### src/rtl/fsm_counter_pkg.sv
// Shared definitions for the run/idle/done counter controller:
// state encodings and the latched mode constants.
package fsm_counter_pkg;

    typedef enum logic [1:0] {
        ST_IDLE  = 2'd0,
        ST_RUN   = 2'd1,
        ST_PAUSE = 2'd2,
        ST_DONE  = 2'd3
    } state_e;

    localparam logic MODE_ONE_SHOT = 1'b0;
    localparam logic MODE_RELOAD   = 1'b1;

endpackage

### src/rtl/fsm_counter_core.sv
// Up-counter with synchronous clear and increment enable, plus a compare
// against the latched last value (N-1) used by the controller FSM.
module fsm_counter_core
    import fsm_counter_pkg::*;
#(
    parameter int CNT_W = 16
) (
    input  logic             clk,
    input  logic             reset_n,
    input  logic             clr_i,
    input  logic             inc_i,
    input  logic [CNT_W-1:0] last_i,
    output logic [CNT_W-1:0] cnt_o,
    output logic             tc_o
);

    localparam logic [CNT_W-1:0] CNT_ONE = CNT_W'(1);

    logic [CNT_W-1:0] cnt_q;
    logic [CNT_W-1:0] cnt_d;

    // Next count: clear wins over increment, otherwise hold.
    always_comb begin
        cnt_d = cnt_q;
        if (clr_i) begin
            cnt_d = '0;
        end else if (inc_i) begin
            cnt_d = cnt_q + CNT_ONE;
        end else begin
            cnt_d = cnt_q;
        end
    end

    // Count register.
    always_ff @(posedge clk or negedge reset_n) begin
        if (!reset_n) begin
            cnt_q <= '0;
        end else begin
            cnt_q <= cnt_d;
        end
    end

    assign cnt_o = cnt_q;
    assign tc_o  = (cnt_q == last_i);

endmodule

### src/rtl/fsm_counter_ctrl.sv
// Run/idle/done counter controller with one-shot or auto-reload modes,
// pause/resume, abort and a saturating completed-period counter.
module fsm_counter_ctrl
    import fsm_counter_pkg::*;
#(
    parameter int CNT_W = 16,
    parameter int PRD_W = 8
) (
    input  logic             clk,
    input  logic             reset_n,
    input  logic             i_run,
    input  logic [CNT_W-1:0] i_num_cnt,
    input  logic             i_mode,
    input  logic             i_pause,
    input  logic             i_abort,
    output logic             o_idle,
    output logic             o_running,
    output logic             o_paused,
    output logic             o_done,
    output logic             o_period,
    output logic [CNT_W-1:0] o_cnt,
    output logic [PRD_W-1:0] o_prd_cnt
);

    localparam logic [CNT_W-1:0] CNT_ONE = CNT_W'(1);
    localparam logic [PRD_W-1:0] PRD_ONE = PRD_W'(1);

    state_e           state_q, state_d;
    logic [CNT_W-1:0] last_q, last_d;
    logic             mode_q, mode_d;
    logic             period_q, period_d;
    logic [PRD_W-1:0] prd_q, prd_d;

    logic             clr_s;
    logic             inc_s;
    logic             tc_s;
    logic [CNT_W-1:0] cnt_s;

    fsm_counter_core #(
        .CNT_W (CNT_W)
    ) u_core (
        .clk     (clk),
        .reset_n (reset_n),
        .clr_i   (clr_s),
        .inc_i   (inc_s),
        .last_i  (last_q),
        .cnt_o   (cnt_s),
        .tc_o    (tc_s)
    );

    // Next-state and datapath control; abort > pause > terminal > increment.
    // The cycle leaving PAUSE counts like a RUN cycle so each pause cycle
    // costs exactly one cycle of run time.
    always_comb begin
        state_d  = state_q;
        last_d   = last_q;
        mode_d   = mode_q;
        period_d = 1'b0;
        prd_d    = prd_q;
        clr_s    = 1'b0;
        inc_s    = 1'b0;
        case (state_q)
            ST_IDLE: begin
                if (i_run && (i_num_cnt != '0)) begin
                    state_d = ST_RUN;
                    last_d  = i_num_cnt - CNT_ONE;
                    mode_d  = i_mode;
                    prd_d   = '0;
                    clr_s   = 1'b1;
                end else begin
                    state_d = ST_IDLE;
                end
            end
            ST_RUN, ST_PAUSE: begin
                if (i_abort) begin
                    state_d = ST_IDLE;
                    clr_s   = 1'b1;
                end else if (i_pause) begin
                    state_d = ST_PAUSE;
                end else if (tc_s) begin
                    if (mode_q == MODE_RELOAD) begin
                        state_d  = ST_RUN;
                        clr_s    = 1'b1;
                        period_d = 1'b1;
                        prd_d    = (prd_q == '1) ? prd_q : (prd_q + PRD_ONE);
                    end else begin
                        state_d = ST_DONE;
                    end
                end else begin
                    state_d = ST_RUN;
                    inc_s   = 1'b1;
                end
            end
            ST_DONE: begin
                state_d = ST_IDLE;
            end
            default: begin
                state_d = ST_IDLE;
                clr_s   = 1'b1;
            end
        endcase
    end

    // Control and status registers.
    always_ff @(posedge clk or negedge reset_n) begin
        if (!reset_n) begin
            state_q  <= ST_IDLE;
            last_q   <= '0;
            mode_q   <= MODE_ONE_SHOT;
            period_q <= 1'b0;
            prd_q    <= '0;
        end else begin
            state_q  <= state_d;
            last_q   <= last_d;
            mode_q   <= mode_d;
            period_q <= period_d;
            prd_q    <= prd_d;
        end
    end

    assign o_idle    = (state_q == ST_IDLE);
    assign o_running = (state_q == ST_RUN);
    assign o_paused  = (state_q == ST_PAUSE);
    assign o_done    = (state_q == ST_DONE);
    assign o_period  = period_q;
    assign o_cnt     = cnt_s;
    assign o_prd_cnt = prd_q;

endmodule

### config.mk
export PLATFORM = sky130hd
export DESIGN_NAME = fsm_counter_ctrl
export DESIGN_NICKNAME = d
export VERILOG_FILES = /design/src/rtl/fsm_counter_pkg.sv /design/src/rtl/fsm_counter_core.sv /design/src/rtl/fsm_counter_ctrl.sv
export SDC_FILE = /design/constraint.sdc
export NUM_CORES = 1
export LEC_CHECK = 0
export CAP_MARGIN = 5
export CORE_MARGIN = 1.5
export CORE_UTILIZATION = 52
export DETAILED_ROUTE_END_ITERATION = 10
export PLACE_DENSITY = 0.91
export SYNTH_ARGS = -nofsm -noshare
export SYNTH_HDL_FRONTEND = slang
export SYNTH_SLANG_ARGS = --single-unit
### constraint.sdc
create_clock -name clk -period 3.28 [get_ports clk]
set_input_delay 0.328 -clock clk [delete_from_list [all_inputs] [get_ports clk]]
set_output_delay 0.328 -clock clk [all_outputs]
set_load 0.02 [all_outputs]
; Word level (Yosys, flattened, before mapping)
; Cells that the tools add are included.
[op_classes]
n_reduce_logical = 8
addsub = 3
n_eq_ne = 11
muxes = 27
[op_table]
columns = cell, n
row1 = $mux W8, 6
row2 = $mux W16, 2
row3 = $add A16 B1 Y16 const B, 1
row4 = $eq A16 B16 Y1, 1
row5 = $pmux W8 S2, 1
row6 = $reduce_bool A16 Y1, 1
row7 = $sub A16 B1 Y16 const B, 1
row8 = $mux W1, 12
row9 = $ne A2 B2 Y1 const B, 5
row10 = $add A8 B1 Y8 const B, 1
row11 = $eq A8 B8 Y1 const B, 1
row12 = $mux W2, 4
row13 = $reduce_and A7 Y1, 1
row14 = $pmux W2 S3, 1
row15 = $eq A2 B2 Y1 const B, 2
row16 = $reduce_bool A2 Y1, 2
row17 = $eq A2 B1 Y1 const B, 1
row18 = $logic_not A2 Y1, 1
row19 = $ne A2 B1 Y1 const B, 1
row20 = $pmux W1 S2, 1
row21 = $reduce_and A2 Y1, 1
row22 = $reduce_or A2 Y1, 1
row23 = $logic_and A1 B1 Y1, 1
[totals]
regBits = 44
output_inout_bits = 29
elab_cells = 55
in_bits = 22

; Longest topological paths before layout
; Gate-level depths: netlist of the first run.
[depth]
ltp_word = 7
mapped_depth = 8
mapped_depth_nobuf = 7

; By module
; A second synthesis of the first run with hierarchy kept.
[unflattened]
hier_cells = 274
area_unflattened_um2 = 2646.3
[by_module_without_submodules]
columns = mod, n_inst, cells_per_inst, area_each_um2, seq_area_each_um2
row1 = fsm_counter_ctrl, 1, 170, 1621.6, 700.7
row2 = fsm_counter_core, 1, 104, 1024.7, 400.4

; Worst setup path before layout of the first run
; OpenSTA, ideal clock, no wires.
[synth_path]
kind = register -> register
startpoint = register state_q[0]
endpoint = register prd_q[7] (netlist: o_prd_cnt[7])
path_stages_with_launch = 9
setup_time_ns = 0.078
t_arrival_ns = 2.285
slack_ns = 0.917
synth_period_minus_slack_ns = 2.363
n_path_buf = 1
t_required_ns = 3.202
cell_sequence = dfrtp_1 inv_1 ha_1 or3b_1 buf_2 a311oi_4 nand4_1 or4_1 a21oi_1
[synth_via]
elab_chain_len = 4
elab_cells_between_ends = 13
cone_classes = eq/ne (8) / mux (1) / reduce/logical (4)
[synth_lines]
columns = element, line_no
row1 = from (decl), fsm_counter_ctrl.sv:28  ; state_e state_q, state_d;
row2 = from (signal assigned), fsm_counter_ctrl.sv:113  ; state_q <= state_d;
row3 = $eq A2 B1 Y1 or $eq A2 B2 Y1 (tied branches), fsm_counter_ctrl.sv:62  ; case (state_q)
row4 = $reduce_or A2 Y1, fsm_counter_ctrl.sv:62
row5 = $ne A2 B2 Y1 (no line) or $reduce_bool A2 Y1 (tied branches), n/a
row6 = $reduce_and A7 Y1 (no line), n/a
row7 = to (signal assigned), fsm_counter_ctrl.sv:117  ; prd_q <= prd_d;
row8 = to (decl), fsm_counter_ctrl.sv:32  ; logic [PRD_W-1:0] prd_q, prd_d;
; Parallel ways exist; a longest one is shown, timed or not.
; A chain may end at the register's enable or synchronous reset.

; Worst setup path in the final report of the first run
; Same ends and word-level chain as after synthesis.

==> results of run 1 <==
==> final cells by class <==
cell class	count	area [um2]
Sequential cell	44	1100
Inverter	11	41.3
Tap cell	67	83.8
Clock inverter	3	42.5
Timing Repair Buffer	56	541
Fill cell	387	1470
Clock buffer	5	68.8
Multi-Input combinational cell	216	1470
==> kinds of logic after synthesis <==
group	count (synthesis)	share of synthesized area
mux	3	0.0122
flops	44	0.413
simple gates	104	0.223
compound gates	73	0.186
buf+inv	25	0.0366
xor+xnor	28	0.0921
fa+ha+maj	8	0.0376
==> worst max path at each step <==
stage,depth (start not counted),from,slack (ns),endpoint
final,7,state_q[0],0.65,o_prd_cnt[7]
after global routing,9,i_num_cnt[0],0.44,o_prd_cnt[4]
after CTS,7,state_q[0],0.66,o_prd_cnt[7]
after detailed placement,9,i_num_cnt[0],0.40,o_prd_cnt[4]
after global placement,6,i_num_cnt[10],0.60,o_prd_cnt[2]
after floorplan,8,state_q[0],0.92,o_prd_cnt[7]
==> power groups by stage <==
stage          logic [uW]  clock network, uW  registers (uW)
4_1_cts               329                418             664
3_5_place_dp          324                  0             674
3_3_place_gp          312                  0             670
6_report              329                423             664
2_1_floorplan         185                  0             670
5_1_grt               363                438             674
==> metal layers <==
| layer | wire length [um] | GRT usage |
|---|---|---|
| met3 | 370 | 0.0501 |
| met1 | 2870 | 0.337 |
| met5 | 0 | 0 |
| met4 | 119 | 0.0889 |
| met2 | 3170 | 0.412 |
==> metrics by stage <==
stage	util	std cells	setup slack (ns)	instance area, um2	total power [uW]
global route	0.694	402	0.440	3340	1480
floorplan	-	285	0.917	2660	855
detailed placement	0.671	394	0.401	3230	998
global placement	0.671	394	0.600	3230	981
CTS	0.694	402	0.663	3340	1410
finish	0.694	402	0.646	3340	1420
==> state kept, by name, summed over array words and instances (netlist names) <==
name          cells
o_prd_cnt         8
last_q           16
u_core.cnt_o     16
mode_q            1
state_q           2
o_period          1
==> cells in the mapped netlist, drive strengths merged (2+ instances only) <==
library cell / n
nand2b: 2
xor2: 21
dfrtp: 44
buf: 3
o211ai: 2
nand3: 9
xnor2: 7
o21ai: 24
ha: 8
clkbuf: 11
nor3b: 5
nand2: 25
o31ai: 15
a21oi: 9
mux2: 2
or4: 15
and3: 3
nand4: 9
nor2: 10
inv: 11
a22oi: 16
nor4: 8
nor3: 4
or3: 7
==> worst register-to-register path, cell delays in order (launching register included) <==
cell and delay [ns]:
sky130_fd_sc_hd__dfrtp_1 0.39, sky130_fd_sc_hd__inv_1 0.08, sky130_fd_sc_hd__ha_1 0.39, sky130_fd_sc_hd__or3b_1 0.50
sky130_fd_sc_hd__a311oi_4 0.46, sky130_fd_sc_hd__nand4_1 0.18, sky130_fd_sc_hd__or4_1 0.41, sky130_fd_sc_hd__a21oi_1 0.17
==> out/summary.json, run 1 <==
{
  "cts-buffers-inserted": 5,
  "r2r_end": "o_prd_cnt[7]",
  "timing.setup.critical_path_class": "reg2reg",
  "postSynth.asyncResetShare": 1.00,
  "post_synth_net_total": 315,
  "critical-path-slowest-cell": "sky130_fd_sc_hd__or3b_1",
  "post_synth_inst_count": 285,
  "synth.largest_area_cell": "sky130_fd_sc_hd__dfrtp_1",
  "final.period_utilization": 0.803,
  "setup-violations-final": 0,
  "clock_sinks": 44,
  "rr_startpoint": "state_q[0]",
  "die_footprint_mm2": 0.00556,
  "grt_util_all_layers": 0.253,
  "synth_area_leaders": "sky130_fd_sc_hd__dfrtp_1 41%, sky130_fd_sc_hd__xor2_1 6.9%, sky130_fd_sc_hd__a22oi_1 4.5%",
  "worst-path-max-fanout": 7,
  "synthesis.area_per_instance_um2": 9.35,
  "grt_overflow": 0,
  "initial_utilization": 0.553,
  "start_kind": "register",
  "comb_power_share": 0.233,
  "synthesis.area_mm2": 0.00266,
  "detailed_route_via_count": 2431,
  "placement.io_buffers": 50,
  "grt_antenna_before_repair": 0,
  "clockPowerShare": 0.299,
  "worst-endpoint-required_ns": 3.52,
  "route.antenna.remaining_nets": 0,
  "slew_hr": 0.362,
  "ir_drop_uv": 183,
  "timing.hold.worst.class": "in2async",
  "layout_commonest_cell": "sky130_fd_sc_hd__clkdlybuf4s50_1",
  "power_switching_uw": 443,
  "drive_gt1_frac": 0.0687,
  "dieHeight_um": 74.6,
  "grt_start_max_net_pins": 45,
  "final_max_slew_viol_count": 0,
  "vias_in_the_first_global_route": 2282,
  "hold_slack_ns": 0.166,
  "synth_enable_flop_cells": 0,
  "die-width_um": 74.6,
  "diodes": 0,
  "critical_path.cell_chain": "inv_1 > ha_1 > or3b_1 > a311oi_4 > nand4_1 > or4_1 > a21oi_1",
  "ctsResizeCount": 0,
  "ys_seq_elements": 44,
  "postSynth.topFlopCell": "sky130_fd_sc_hd__dfrtp_1",
  "timing.final.hold_violations": 0,
  "hold_buf_cts": 0,
  "route.detailed.vias_per_inst": 6.05,
  "outcome": "finished clean",
  "cp-end-kind": "register",
  "place.gp.congestion": 0.930,
  "fp-row-count": 25,
  "synth_largest_type_area_fraction": 0.413,
  "period_needed_ns": 2.63,
  "timing.clock.skew_ns": 0.00894,
  "critical_path.max_stage_delay_ns": 0.50,
  "clk_transition_reported_paths_ns": 0.09,
  "clock.fmax_mhz": 380,
  "drt-wirelength-per-cell_um": 16.2,
  "intPower_uw": 973,
  "top_level_ports": 51,
  "synth_sequential_area_ratio": 0.413,
  "worst-r2r-cell-count": 7,
  "most-common-layout-cells": "49 x sky130_fd_sc_hd__clkdlybuf4s50_1, 44 x sky130_fd_sc_hd__dfrtp_1, 25 x sky130_fd_sc_hd__nand2_1, 23 x sky130_fd_sc_hd__o21ai_0, 21 x sky130_fd_sc_hd__xor2_1",
  "clock_tree.htree_level_count": 2,
  "clock_latency_ns": 0.31,
  "p_seq_frac": 0.469,
  "clock_path_buffers": 2,
  "postRouteWirelength_um": 6530,
  "coreArea_mm2": 0.00482,
  "drt_pre_antenna_iters": 6,
  "path_buf_inv": 1,
  "powerDensity_mw_per_mm2": 424,
  "reg2reg_slack_ns": 0.65,
  "yosys_warnings": 0,
  "transition_time_at_the_pin_with_the_least_slew_margin_ns": 0.958,
  "number_of_drc_markers_in_iteration_0": 248,
  "setup_total_negative_slack_ns": 0,
  "clock_tree.root_cell": "sky130_fd_sc_hd__clkbuf_8",
  "worst_path_dominant_cell_family": "simple AND/OR/NAND/NOR gates",
  "detailedPlacementHpwl_um": 4660,
  "timing.critical_path.arrival_ns": 2.87,
  "max_cap_violations": 0,
  "grt_setup_unrepaired": "false",
  "grt_first_pass_wirelength_um": 10700,
  "yosysUniqueCellTypes": 43,
  "remaining_design_rule_violation_count": 0,
  "nNetsFinal": 364,
  "power.switching_fraction": 0.313,
  "leakage_power_uw": 0.00138,
  "clock_tree_from_tritoncts": "yes",
  "post-cts-setup-buffers": 0,
  "area_delta_synth_final_pct": 25.5
}
Note: power is estimated with default switching activity, not from simulation.
==> run 2, diff against run 1 <==
--- a/config.mk
+++ b/config.mk
@@ -7,9 +7,9 @@
 export LEC_CHECK = 0
 export CAP_MARGIN = 5
 export CORE_MARGIN = 1.5
-export CORE_UTILIZATION = 52
+export CORE_UTILIZATION = 47
 export DETAILED_ROUTE_END_ITERATION = 10
-export PLACE_DENSITY = 0.91
+export PLACE_DENSITY = 0.87
 export SYNTH_ARGS = -nofsm -noshare
 export SYNTH_HDL_FRONTEND = slang
 export SYNTH_SLANG_ARGS = --single-unit
==> constraint.sdc (replaced) <==
create_clock -name clk -period 2.25 [get_ports clk]
set_input_delay 0.225 -clock clk [delete_from_list [all_inputs] [get_ports clk]]
set_output_delay 0.225 -clock clk [all_outputs]
set_load 0.02 [all_outputs]
==> run 2 against run 1 <==
Effect of this change:
- final cell count is 13% higher
- utilization hardly changed
- routed wire length is 12% higher
- combinational power is 91% higher
- critical path depth is 1 higher
- global-route usage is 0.58 points lower
- the flow now finishes with violations (negative setup slack)
- clock skew is 0.0019 ns lower
- flip-flop and latch count stayed put
==> out/summary.json, run 2 (synthesis gave the netlist of run 1 again) <==
{
  "outcome": "finished, violations left",
  "violations": "negative setup slack",
  "post-route-cell-area_mm2": 0.00380,
  "area_delta_synth_final_pct": 42.6,
  "slew_hr": 0.661,
  "clock_latency_ns": 0.30,
  "grt_antenna_before_repair": 0,
  "placement.io_buffers": 50,
  "timing.final.ws_setup_ns": -0.0717,
  "nNetsFinal": 410,
  "clock_path_buffers": 2,
  "route.antenna.remaining_nets": 0,
  "place_area_mm2": 0.00356,
  "cp-end-kind": "register",
  "remaining_design_rule_violation_count": 0,
  "route.detailed.vias_per_inst": 5.98,
  "worst_path_dominant_cell_family": "simple AND/OR/NAND/NOR gates",
  "setup-violations-final": 4,
  "grt_util_all_layers": 0.247,
  "critical_path.cell_chain": "inv_2 > ha_4 > or3b_4 > a311oi_4 > inv_2 > buf_6 > or4_4 > a21oi_2",
  "transition_time_at_the_pin_with_the_least_slew_margin_ns": 0.508,
  "grt_start_max_net_pins": 34,
  "worst-endpoint-required_ns": 2.49,
  "clock.fmax_mhz": 431,
  "drt-wirelength-per-cell_um": 16.1,
  "max_cap_violations": 0,
  "layout_commonest_cell": "sky130_fd_sc_hd__clkdlybuf4s50_1",
  "detailedPlacementHpwl_um": 5200,
  "timing.clock.skew_ns": 0.00706,
  "ir_drop_uv": 295,
  "grt_first_pass_wirelength_um": 11900,
  "clock_tree_from_tritoncts": "yes",
  "timing.hold.worst.class": "in2async",
  "final_max_slew_viol_count": 0,
  "clock_tree.root_cell": "sky130_fd_sc_hd__clkbuf_8",
  "coreArea_mm2": 0.00547,
  "place.gp.congestion": 0.804,
  "dieHeight_um": 78.3,
  "detailed_route_via_count": 2709,
  "most-common-layout-cells": "49 x sky130_fd_sc_hd__clkdlybuf4s50_1, 47 x sky130_fd_sc_hd__buf_4, 44 x sky130_fd_sc_hd__dfrtp_1, 25 x sky130_fd_sc_hd__nand2_1, 23 x sky130_fd_sc_hd__o21ai_0",
  "critical-path-slowest-cell": "sky130_fd_sc_hd__or4_4",
  "leakage_power_uw": 0.00163,
  "die-width_um": 78.3,
  "timing.setup.critical_path_class": "reg2reg",
  "clock_sinks": 44,
  "critical-path-top-cell-by-count": "sky130_fd_sc_hd__inv_2",
  "clock_tree.htree_level_count": 2,
  "number_of_drc_markers_in_iteration_0": 387,
  "clk_transition_reported_paths_ns": 0.08,
  "period_needed_ns": 2.32,
  "grt_setup_unrepaired": "true",
  "initial_utilization": 0.487,
  "path_buf_inv": 3,
  "die_footprint_mm2": 0.00613,
  "pre_cts_slack_ns": -0.695,
  "postRouteWirelength_um": 7300,
  "cts-buffers-inserted": 5,
  "worst-path-max-fanout": 7,
  "fp-row-count": 27,
  "top_level_ports": 51,
  "drive_gt1_frac": 0.215,
  "final.period_utilization": 1.03,
  "critical_path.max_stage_delay_ns": 0.42,
  "diodes": 0,
  "vias_in_the_first_global_route": 2541,
  "timing.final.hold_violations": 0,
  "drt_pre_antenna_iters": 6,
  "timing.critical_path.arrival_ns": 2.56,
  "start_kind": "register",
  "powerDensity_mw_per_mm2": 576,
  "grt_overflow": 0
}
run 2: area by class of cell:
type,count,area (um2)
fillers,427,1680
multi-input cells,216,1540
flip-flops and latches,44,1100
repair buffers,102,921
well taps,72,90.1
clock buffers,6,72.6
inverters,11,41.3
clock inverters,2,35.0
run 2: what timing repair did:
action / CTS / global route
buffers inserted: 2 / 3
pin swaps: 2 / 4
hold buffers: 1 / 0
gates resized for setup: 6 / 9
endpoints found under the setup margin: 22 / 11
hold endpoints to repair: 21 / 0
run 2: power breakdown:
part	leakage, uW	switching, uW	internal (uW)
Sequential	0.000583	79.1	882
Clock	0.0000552	266	329
Combinational	0.000997	324	306
Total	0.00163	669	1520
run 2: per-layer routing:
layer,routed length (um),GRT usage
met5,0,0
met4,174,0.100
met3,496,0.0384
met2,3690,0.406
met1,2940,0.326
run 2: worst register-to-register path, stage by stage (launching register included):
cell and delay (ns):
sky130_fd_sc_hd__dfrtp_1 0.37, sky130_fd_sc_hd__inv_2 0.06, sky130_fd_sc_hd__ha_4 0.26, sky130_fd_sc_hd__or3b_4 0.39, sky130_fd_sc_hd__a311oi_4 0.38, sky130_fd_sc_hd__inv_2 0.10
sky130_fd_sc_hd__buf_6 0.14, sky130_fd_sc_hd__or4_4 0.42, sky130_fd_sc_hd__a21oi_2 0.14
run 2: metrics by stage:
stage / power (uW) / util / hold slack (ns) / setup TNS (ns) / std cells
after global placement: 1500 / 0.651 / 0.230 / -10.68 / 439
after floorplan: 1260 / - / -0.0706 / 0 / 285
after detailed placement: 1530 / 0.651 / 0.233 / -13.08 / 439
after global routing: 2300 / 0.694 / 0.478 / -0.668 / 453
after CTS: 2160 / 0.682 / 0.439 / -0.0393 / 450
final: 2190 / 0.694 / 0.423 / -0.138 / 453
run 2: worst paths after layout:
path	depth (start not counted)	slack [ns]	from	end
worst max-delay path	8	-0.07	state_q[1]	o_prd_cnt[0]
worst min-delay path	2	0.42	reset_n	o_prd_cnt[6]
worst max register to register	8	-0.07	state_q[1]	o_prd_cnt[0]
worst min register to register	2	0.51	last_q[11]	last_q[11]
max in group asynchronous	3	1.14	reset_n	last_q[8]
min in group clk	2	0.51	last_q[11]	last_q[11]
